--- config.mk ---
export PLATFORM = sky130hd
export DESIGN_NAME = button_event_scheduler
export DESIGN_NICKNAME = d
export VERILOG_FILES = /design/src/rtl/button_event_scheduler_pkg.sv /design/src/rtl/button_event_scheduler_rr_pick.sv /design/src/rtl/button_event_scheduler.sv
export SDC_FILE = /design/constraint.sdc
export NUM_CORES = 1
export LEC_CHECK = 0
export CAP_MARGIN = 20
export CORE_MARGIN = 3
export CORE_UTILIZATION = 38
export CTS_CLUSTER_SIZE = 12
export DETAILED_ROUTE_END_ITERATION = 10
export SYNTH_ARGS = -nofsm -noshare
export SYNTH_HDL_FRONTEND = slang
export SYNTH_HIERARCHICAL = 1
export SYNTH_SLANG_ARGS = --single-unit
--- constraint.sdc ---
create_clock -name clk -period 3.95 [get_ports clk]
set_input_delay 0.79 -clock clk [delete_from_list [all_inputs] [get_ports clk]]
set_output_delay 0.79 -clock clk [all_outputs]
set_load 0.05 [all_outputs]
--- src/rtl/button_event_scheduler_pkg.sv ---
// Shared defaults and index arithmetic for the button event scheduler.
package button_event_scheduler_pkg;

  localparam int unsigned DEF_N_INPUTS = 4;

  function automatic int unsigned wrap_idx(input int unsigned base,
                                           input int unsigned off,
                                           input int unsigned n);
    return (base + off) % n;
  endfunction

endpackage

--- src/rtl/button_event_scheduler_rr_pick.sv ---
// Combinational round-robin picker: first set request after 'last', with wrap-around.
module button_event_scheduler_rr_pick
  import button_event_scheduler_pkg::*;
#(
  parameter  int unsigned N_INPUTS = DEF_N_INPUTS,
  localparam int unsigned IDX_W    = $clog2(N_INPUTS)
) (
  input  logic [N_INPUTS-1:0] req,
  input  logic [IDX_W-1:0]    last,
  output logic                any,
  output logic [IDX_W-1:0]    idx
);

  logic [N_INPUTS-1:0] rot;
  int unsigned         base;
  int unsigned         off;

  always_comb begin
    base = 32'(last);
    rot  = '0;
    off  = 0;
    // rot[0] is the slot just after the previous grant
    for (int unsigned k = 0; k < N_INPUTS; k++) begin
      rot[k] = req[IDX_W'(wrap_idx(base, k + 1, N_INPUTS))];
    end
    for (int k = int'(N_INPUTS) - 1; k >= 0; k--) begin
      if (rot[k]) off = 32'(k);
    end
    any = |req;
    idx = IDX_W'(wrap_idx(base, off + 1, N_INPUTS));
  end

endmodule

--- src/rtl/button_event_scheduler.sv ---
// Latches edge pulses as pending events and serves them round-robin over valid/ready.
module button_event_scheduler
  import button_event_scheduler_pkg::*;
#(
  parameter  int unsigned N_INPUTS = DEF_N_INPUTS,
  localparam int unsigned IDX_W    = $clog2(N_INPUTS)
) (
  input  logic                clk,
  input  logic                rst,
  input  logic [N_INPUTS-1:0] edge_pulse,
  output logic                event_valid,
  input  logic                event_ready,
  output logic [IDX_W-1:0]    event_id,
  output logic [N_INPUTS-1:0] overrun,
  input  logic                overrun_clear
);

  localparam logic [IDX_W-1:0] LAST_RST = IDX_W'(N_INPUTS - 1);

  logic [N_INPUTS-1:0] pending_q, pending_d;
  logic [N_INPUTS-1:0] overrun_q, overrun_d;
  logic [IDX_W-1:0]    last_grant_q, last_grant_d;
  logic                valid_q, valid_d;
  logic [IDX_W-1:0]    id_q, id_d;

  logic                slot_free;
  logic                grant;
  logic [N_INPUTS-1:0] grant_vec;
  logic                pick_any;
  logic [IDX_W-1:0]    pick_idx;

  button_event_scheduler_rr_pick #(.N_INPUTS(N_INPUTS)) u_pick (
    .req  (pending_q),
    .last (last_grant_q),
    .any  (pick_any),
    .idx  (pick_idx)
  );

  always_comb begin
    slot_free = !valid_q || event_ready;
    grant     = slot_free && pick_any;
    grant_vec = '0;
    for (int unsigned i = 0; i < N_INPUTS; i++) begin
      grant_vec[i] = grant && (pick_idx == IDX_W'(i));
    end
    // a pulse on the source being granted this cycle is a fresh event, not an overrun
    pending_d    = (pending_q & ~grant_vec) | edge_pulse;
    overrun_d    = (overrun_clear ? '0 : overrun_q) | (edge_pulse & pending_q & ~grant_vec);
    valid_d      = valid_q;
    id_d         = id_q;
    last_grant_d = last_grant_q;
    if (slot_free) valid_d = pick_any;
    if (grant) begin
      id_d         = pick_idx;
      last_grant_d = pick_idx;
    end
  end

  always_ff @(posedge clk) begin
    if (rst) begin
      pending_q    <= '0;
      overrun_q    <= '0;
      last_grant_q <= LAST_RST;
      valid_q      <= 1'b0;
      id_q         <= '0;
    end else begin
      pending_q    <= pending_d;
      overrun_q    <= overrun_d;
      last_grant_q <= last_grant_d;
      valid_q      <= valid_d;
      id_q         <= id_d;
    end
  end

  assign event_valid = valid_q;
  assign event_id    = id_q;
  assign overrun     = overrun_q;

endmodule

After elaboration in Yosys (flattened, before gate mapping)
Cells that the tools add are included.
Widths: inputs -> output; s select.
{"block": "word_totals", "ram_bits": 0, "regBits": 13, "output_inout_bits": 7, "word_cells": 46, "mem_bits_ro": 0, "latchBits": 0, "in_bits": 8, "n_memories": 0}
{"block": "classes", "n_eq_ne": 3, "mux": 13, "magnitude_cmp": 4, "reduce_logical": 9, "multipliers": 0, "n_shift": 0, "addsub": 6, "n_bitwise": 6, "div_mod_pow": 0}
{"cell": "$and 4x4->4", "n": 3}
{"cell": "$lt 2x3->1 const B", "n": 4}
{"cell": "$bmux 1 s2", "n": 4}
{"cell": "$mux 2", "n": 4}
{"cell": "$or 4x4->4", "n": 2}
{"cell": "$add 2x1->2 const B", "n": 3}
{"cell": "$logic_and 1x1->1", "n": 5}
{"cell": "$add 2x2->2 const B", "n": 2}
{"cell": "$eq 2x2->1 const B", "n": 2}
{"cell": "$mux 1", "n": 4}
{"cell": "$mux 4", "n": 1}
{"cell": "$not 4->4", "n": 1}
{"cell": "$reduce_or 4->1", "n": 1}
{"cell": "$add 2x2->2", "n": 1}
{"cell": "$eq 2x1->1 const B", "n": 1}
{"cell": "$logic_not 2->1", "n": 1}
{"cell": "$logic_not 1->1", "n": 1}
{"cell": "$logic_or 1x1->1", "n": 1}

Depth between registers and ports, before layout
Gate-level depths: netlist of run 1.
{"block": "depth", "ltp_word": 14, "ltp_mapped": 11, "mapped_depth_nobuf": 10}

Modules after synthesis
The synthesis of run 1 kept the hierarchy.
{"module": "button_event_scheduler", "instances": 1, "cells_per_inst": 57, "area_per_inst_um2": 525.5, "seq_area_each_um2": 260.2}
{"module": "button_event_scheduler_rr_pick", "instances": 1, "cells_per_inst": 26, "area_per_inst_um2": 175.2, "seq_area_each_um2": 0.0}

Worst setup path after synthesis of run 1
OpenSTA, ideal clock, no wires.
{"block": "synth_timing", "path_kind": "reg-to-reg", "from": "register last_grant_q[1]", "to": "register overrun_q[0] (netlist: overrun[0])", "arrival_ps": 1862, "period_less_slack_ps": 1995, "t_required_ps": 3818, "path_stages_with_launch": 10, "path_buffers": 0, "path_slack_ps": 1955, "setup_ps": 132, "path_cell_list": "dfxtp_1 > or2b_1 > o221ai_1 > o21ai_0 > ha_1 > xnor2_1 > xnor2_1 > nand2b_1 > o311ai_1 > a21oi_1"}
{"block": "synth_via", "elab_chain_cells": 14, "word_cells_on_any_way": 23, "cone_classes": "6 x add/sub; 12 x mux; 3 x bitwise; 2 x reduce/logical"}
{"element": "from (decl)", "line": "button_event_scheduler.sv:22", "source": "logic [IDX_W-1:0] last_grant_q, last_grant_d;"}
{"element": "from (signal assigned)", "line": "button_event_scheduler.sv:69", "source": "last_grant_q <= last_grant_d;"}
{"element": "$add 2x1->2", "line": "button_event_scheduler_pkg.sv:9", "source": "return (base + off) % n;"}
{"element": "$bmux 1 s2", "line": "button_event_scheduler_rr_pick.sv:24", "source": "rot[k] = req[IDX_W'(wrap_idx(base, k + 1, N_INPUTS))];"}
{"element": "$mux 1 (implied by the code)", "line": "button_event_scheduler_rr_pick.sv:24"}
{"element": "$mux 2 (4 in series)", "line": "button_event_scheduler_rr_pick.sv:27", "source": "if (rot[k]) off = 32'(k);"}
{"element": "$add 2x1->2", "line": "button_event_scheduler_rr_pick.sv:30", "source": "idx = IDX_W'(wrap_idx(base, off + 1, N_INPUTS));"}
{"element": "$add 2x2->2 (*)", "line": "button_event_scheduler_pkg.sv:9"}
{"element": "named net pick_idx[1]", "line": "button_event_scheduler.sv:30", "source": "logic [IDX_W-1:0] pick_idx;"}
{"element": "$logic_not 2->1 (*)", "line": "button_event_scheduler.sv:44", "source": "grant_vec[i] = grant && (pick_idx == IDX_W'(i));"}
{"element": "$logic_and 1x1->1 (*)", "line": "button_event_scheduler.sv:44"}
{"element": "$not 4->4 (*)", "line": "button_event_scheduler.sv:48", "source": "overrun_d = (overrun_clear ? '0 : overrun_q) | (edge_pulse & pending_q & ~grant_vec);"}
{"element": "$and 4x4->4 (*)", "line": "button_event_scheduler.sv:48"}
{"element": "$or 4x4->4 (*)", "line": "button_event_scheduler.sv:48"}
{"element": "to (signal assigned)", "line": "button_event_scheduler.sv:68", "source": "overrun_q <= overrun_d;"}
{"element": "to (decl)", "line": "button_event_scheduler.sv:21", "source": "logic [N_INPUTS-1:0] overrun_q, overrun_d;"}
The timed path passes the listed nets; every way through them passes the cells marked *. The select of a mux whose other input is x is not followed.
A chain may end at the register's enable or synchronous reset.

Final worst setup path of run 1
Same ends and word-level chain as after synthesis.

==> results of run 1 <==
## stage by stage
stage	area [µm²]	utilization, %
after floorplan	701	-
after global placement	851	52.8
after detailed placement	851	52.8
after CTS	877	54.4
after global routing	877	54.4
final	877	54.4
## path summary, 6_finish.rpt
| check | from | to | slack (ns) | depth (start not counted) |
|---|---|---|---|---|
| max reg2reg | last_grant_q[1] | overrun[0] | 1.70 | 9 |
| min | overrun[1] | overrun[1] | 0.48 | 2 |
| max | last_grant_q[1] | overrun[0] | 1.70 | 9 |
| min reg2reg | overrun[1] | overrun[1] | 0.48 | 2 |
## final cells by class
type	count	area (µm²)
well taps	24	30.0
fillers	171	734
inverters	9	33.8
clock buffers	4	26.3
repair buffers	14	140
multi-input cells	58	387
flip-flops and latches	13	260
## logic make-up (layout without fill, tap and decap cells)
logic type / count (synthesis) / in the layout / synth area share [%]
mux: 1 / 1 / 1.43
flops: 13 / 13 / 37.1
simple gates: 25 / 25 / 21.8
buf+inv: 12 / 27 / 7.68
xor+xnor: 2 / 2 / 2.50
compound gates: 29 / 29 / 27.7
fa+ha+maj: 1 / 1 / 1.79
## worst max-delay path, stage by stage, from the launching register on
cell,delay (ns)
dfxtp_1,0.45
or2b_1,0.29
o221ai_1,0.16
o21ai_0,0.11
ha_1,0.20
xnor2_1,0.13
xnor2_1,0.16
nand2b_1,0.21
o311ai_1,0.29
a21oi_1,0.11
## power by group
group	switching, mW	internal [mW]
sequential	0.0411	0.164
clock	0.0428	0.0391
combinational	0.199	0.131
## synth_stat cells
cell type,instances
nand2_1,5
nand2b_2,1
nor3_1,3
o21ai_1,4
xnor2_1,2
nor2b_4,1
or3b_1,1
o21ai_0,1
nor2_1,1
or4_1,1
ha_1,1
o311ai_1,4
inv_1,9
nor4_1,1
o22ai_1,1
nor2b_1,2
nand3_1,1
o221ai_1,1
mux2i_1,1
clkbuf_1,1
dfxtp_1,13
or2b_1,1
and2_1,1
a311oi_2,1
buf_6,1
a2bb2oi_1,1
nand2b_1,5
a221o_1,1
o21a_1,1
a21oi_1,11
nand3b_1,1
o31ai_1,3
buf_2,1
## per-layer routing
metal	up-vias	GRT usage [%]	part of all wire, %
met5	-	0	0
met4	0	5.69	0.69
met3	2	1.83	3.4
met2	10	19.0	44
met1	288	17.2	52
li1	327	-	-
## sequential cells by signal, summed over array words and instances (netlist names)
signal and count:
event_valid 1, event_id 2, pending_q 4, overrun 4, last_grant_q 2
## cells in the final DEF (no fill, tap or decap), types with 2 or more instances in the layout
cell type,Yosys,final
a21oi_1,11,11
clkbuf_4,0,3
nor2b_1,2,2
o21ai_1,4,4
o311ai_1,4,4
nand2_1,5,5
o31ai_1,3,3
clkdlybuf4s50_1,0,14
nor3_1,3,3
nand2b_1,5,5
dfxtp_1,13,13
inv_1,9,9
xnor2_1,2,2
==> reports/summary.txt, run 1 <==
Pwr Density: 703 nW/µm²
Final Wtd Congestion: 0.809
via/cell ratio: 5.14
endpoints failing setup: 0
peak supply drop: 0.365 mV
Clock Tree Root: clkbuf_4
setup_tns: 0 ns
Synth area leaders: dfxtp_1, a21oi_1, o311ai_1
total routed wirelength: 1460 µm
crit path max fanout: 7
core box area: 1610 µm²
final setup margin: 1.70 ns
HPWL after DPL: 1120 µm
total number of vias: 627
DR iter-0 viols: 7
Netlist cell types: 33
post-CTS sizing: 0
RSZ-0062 raised after global routing: false
diode count: 0
Pre-antenna DRT Iters: 4
fin crit period: 2.25 ns
post-synth top area cell: dfxtp_1
IO buf count: 14
Setup CP Type: reg2reg
Overflow after GRT: 0
endpoint class of the critical path: flop
Final Cycle Share: 56.9%
Setup Slack @ Placement: 1.68 ns
gr usage total: 12.5%
Startpoint Class: flop
Antenna Violating Nets Remaining: 0
clock sinks: 13
share of cells above drive strength 1: 6.12%
post-route clock skew: 0.000204 ns
I/O pin cnt: 15
Final Hold Viols: 0
Ys Warns: 6
Final Non-Filler Cells: 122
insertion delay to the later sink of the worst-skew pair: 0.27 ns
Placed Cells: 118
hold buffers post-CTS: 0
number of synthesized register bits: 13
Syn Inst Count: 83
post-synth net total: 92
Pwr Total: 617 µW
Slew headroom: 66.5%
nets: 108
Layout area overhead: 25.2%
Hold Slack: 0.475 ns
clock transition at the registers of the reported paths: 0.08 ns
Slew @ Worst Pin: 0.501 ns
pin count of the biggest net entering global routing: 14
Syn Std Cell Area: 701 µm²
Die Wd: 48.9 µm
Yosys top cell area share: 37.1%
die height: 48.9 µm
Initial Util: 43.5%
Max Fclk: 0.445 GHz
Lkg Pwr: 0.345 nW
Max Cap Viol: 0
DRC violations left: 0
hold crit path type: reg2reg
vias in the first global route: 547
H-tree levels: 1
Mean Syn Cell Area: 8.44 µm²
Max clock buf depth: 2
Total Die Area: 2400 µm²
status: finished, final reports clean
# rows: 14
Post-CTS Setup Bufs: 0
CP required: 4.09 ns
Num CTS Buffers: 3
Seq/Total Area, Yosys: 37.1%
initial antenna violation count: 0
Max Slew Vio Count: 0
first-pass GRT wire length: 2390 µm
crit path DAT: 2.39 ns
CTS tree: yes
wire per inst: 11.9 µm
(Power assumes the default switching activity.)
==> inputs of run 2 (changes only) <==
clock period = 2 ns   (was 3.95 ns; I/O delays follow)
==> run 2 against run 1 <==
Effect of this change:
- the run now ends with negative setup slack left
- sequential power rose by 90%
- global-route usage grew 2.8 points
- routed wire length up 21%
- first-iteration DRC count fell by 29%
- final area increased by 20%
==> reports/summary.txt, run 2 (synthesis results as in run 1) <==
insertion delay to the later sink of the worst-skew pair: 0.28 ns (about the same)
failing checks: negative setup slack
wire per inst: 13.2 µm (+11%)
Die Wd: 48.9 µm (unchanged)
clock transition at the registers of the reported paths: 0.08 ns (about the same)
Max Slew Vio Count: 0 (unchanged)
Total Die Area: 2400 µm² (unchanged)
Final Hold Viols: 0 (unchanged)
# rows: 14 (unchanged)
Worst R2R Setup Slack: -0.04 ns (-1.74 ns)
initial antenna violation count: 0 (unchanged)
Num CTS Buffers: 3 (unchanged)
nets: 119 (+10%)
DRC violations left: 0 (unchanged)
CP required: 2.15 ns (-1.94 ns)
Clock Tree Root: clkbuf_4
post-route clock skew: 0.00490 ns (+0.00470 ns)
Slew headroom: 66.5% (about the same)
Final Wtd Congestion: 0.754 (-6.8%)
Final Non-Filler Cells: 133 (+9.0%)
total number of vias: 696 (+11%)
FILL cells: 149 (-13%)
worst r2r dst: overrun[1]
via/cell ratio: 5.23 (+1.8%)
status: finished, violations left
H-tree levels: 1 (unchanged)
I/O pin cnt: 15 (unchanged)
CTS tree: yes
worst hold start: overrun[1]
placed inst area: 926 µm² (+8.8%)
crit path DAT: 2.19 ns (-0.20 ns)
peak supply drop: 0.749 mV (+110%)
share of cells above drive strength 1: 29.4% (+23 points)
Max Cap Viol: 0 (unchanged)
endpoints failing setup: 1 (+1)
Antenna Violating Nets Remaining: 0 (unchanged)
Startpoint Class: flop
Final Cycle Share: 102% (+45 points)
Pwr Density: 1510 nW/µm² (+110%)
hold crit path type: reg2reg
DR iter-0 viols: 5 (-2)
most frequent cells in the layout: clkdlybuf4s50_1, a21oi_1, dfxtp_1, buf_4, inv_1
total routed wirelength: 1760 µm (+21%)
endpoint class of the critical path: flop
Lkg Pwr: 0.421 nW (+22%)
Pre-antenna DRT Iters: 4 (unchanged)
Max clock buf depth: 2 (unchanged)
Hold Path End: overrun[1]
clock sinks: 13 (unchanged)
FF+latch area: 263 µm² (+0.96%)
Initial Util: 43.5% (unchanged)
first-pass GRT wire length: 2870 µm (+20%)
Slew @ Worst Pin: 0.501 ns (+0.000112 ns)
Placed Cells: 128 (+8.5%)
leading cell type in the layout, fill and taps excluded: clkdlybuf4s50_1
FF-to-FF path depth: 10 (+1)
HPWL after DPL: 1210 µm (+8.3%)
Multi-input gate area: 474 µm² (+23%)
design area: 1050 µm² (+20%)
final setup margin: -0.0382 ns (-1.74 ns)
die height: 48.9 µm (unchanged)
core box area: 1610 µm² (unchanged)
Max Fclk: 0.491 GHz (+10%)
worst hold path cell count: 2 (unchanged)
Setup CP Type: reg2reg
Layout area overhead: 49.8%
Overflow after GRT: 0 (unchanged)
IO buf count: 14 (unchanged)
diode count: 0 (unchanged)
hold buffers post-CTS: 0 (unchanged)
vias in the first global route: 688 (+26%)
RSZ-0062 raised after global routing: true
fin crit period: 2.04 ns (-0.209 ns)
pin count of the biggest net entering global routing: 14 (unchanged)
Crit Reg-Reg Startpoint: pending_q[0]
crit path max fanout: 5 (-2)
gr usage total: 15.2% (+2.8 points)
[run 2: cell count changes in the layout (fill, tap and decap cells not counted), sizes merged]
| cell | before | now |
|---|---|---|
| buf | 0 | 11 |
[run 2: power breakdown]
group | total [mW] | internal (mW) | switching (mW)
Sequential | 0.389 | 0.327 | 0.0621
Combinational | 1.03 | 0.462 | 0.568
Clock | 0.166 | 0.0775 | 0.0889
[run 2: metal layers]
layer / share of wire, % / vias to the layer above / track usage (%) / wire (µm)
met4: 1.4 / 0 / 8.06 / 25
met5: 0 / - / 0 / 0
li1: - / 353 / - / -
met3: 2.3 / 4 / 2.75 / 40
met2: 48 / 14 / 24.2 / 838
met1: 49 / 325 / 19.5 / 852
[run 2: timing repair]
action	4_1_cts	5_1_grt
buffers inserted	2	0
gates resized for setup	8	9
setup endpoints to repair	8	10
pin swaps	5	4
[run 2: cell type report]
| cell class | instances | share of cell area (%) |
|---|---|---|
| clock buffers | 4 | 2.50 |
| inverters | 9 | 3.22 |
| multi-input cells | 58 | 45.2 |
| flip-flops and latches | 13 | 25.0 |
| well taps | 24 | 2.86 |
| repair buffers | 25 | 21.2 |
[run 2: worst max-delay path by stage]
| stage | start | to | slack [ns] | depth (start not counted) |
|---|---|---|---|---|
| global route | pending_q[0] | overrun[1] | -0.16 | 10 |
| global placement | last_grant_q[1] | overrun[1] | -0.10 | 9 |
| CTS | last_grant_q[1] | overrun[2] | -0.08 | 9 |
| finish | pending_q[0] | overrun[1] | -0.04 | 10 |
| detailed placement | last_grant_q[1] | overrun[1] | -0.15 | 9 |
| floorplan | last_grant_q[1] | overrun[0] | 0.005 | 9 |
[run 2: critical path, stage by stage, from the launching register on]
cell	delay [ns]
dfxtp_2	0.36
nor2b_1	0.17
a21oi_1	0.05
o22ai_1	0.17
o21ai_1	0.09
ha_2	0.19
xnor2_2	0.14
xnor2_2	0.16
nand2b_4	0.18
o311ai_2	0.28
a21oi_1	0.11
[run 2: stage by stage]
stage	worst slack (ns)	util, %	hold slack (ns)	setup TNS, ns	total power, mW
2_1_floorplan	0.00539	-	0.458	0	0.903
3_3_place_gp	-0.103	57.5	0.453	-0.280	1.17
3_5_place_dp	-0.146	57.5	0.460	-0.505	1.17
4_1_cts	-0.0846	62.1	0.475	-0.136	1.47
5_1_grt	-0.159	65.1	0.502	-0.847	1.70
6_report	-0.0382	65.1	0.471	-0.0382	1.59
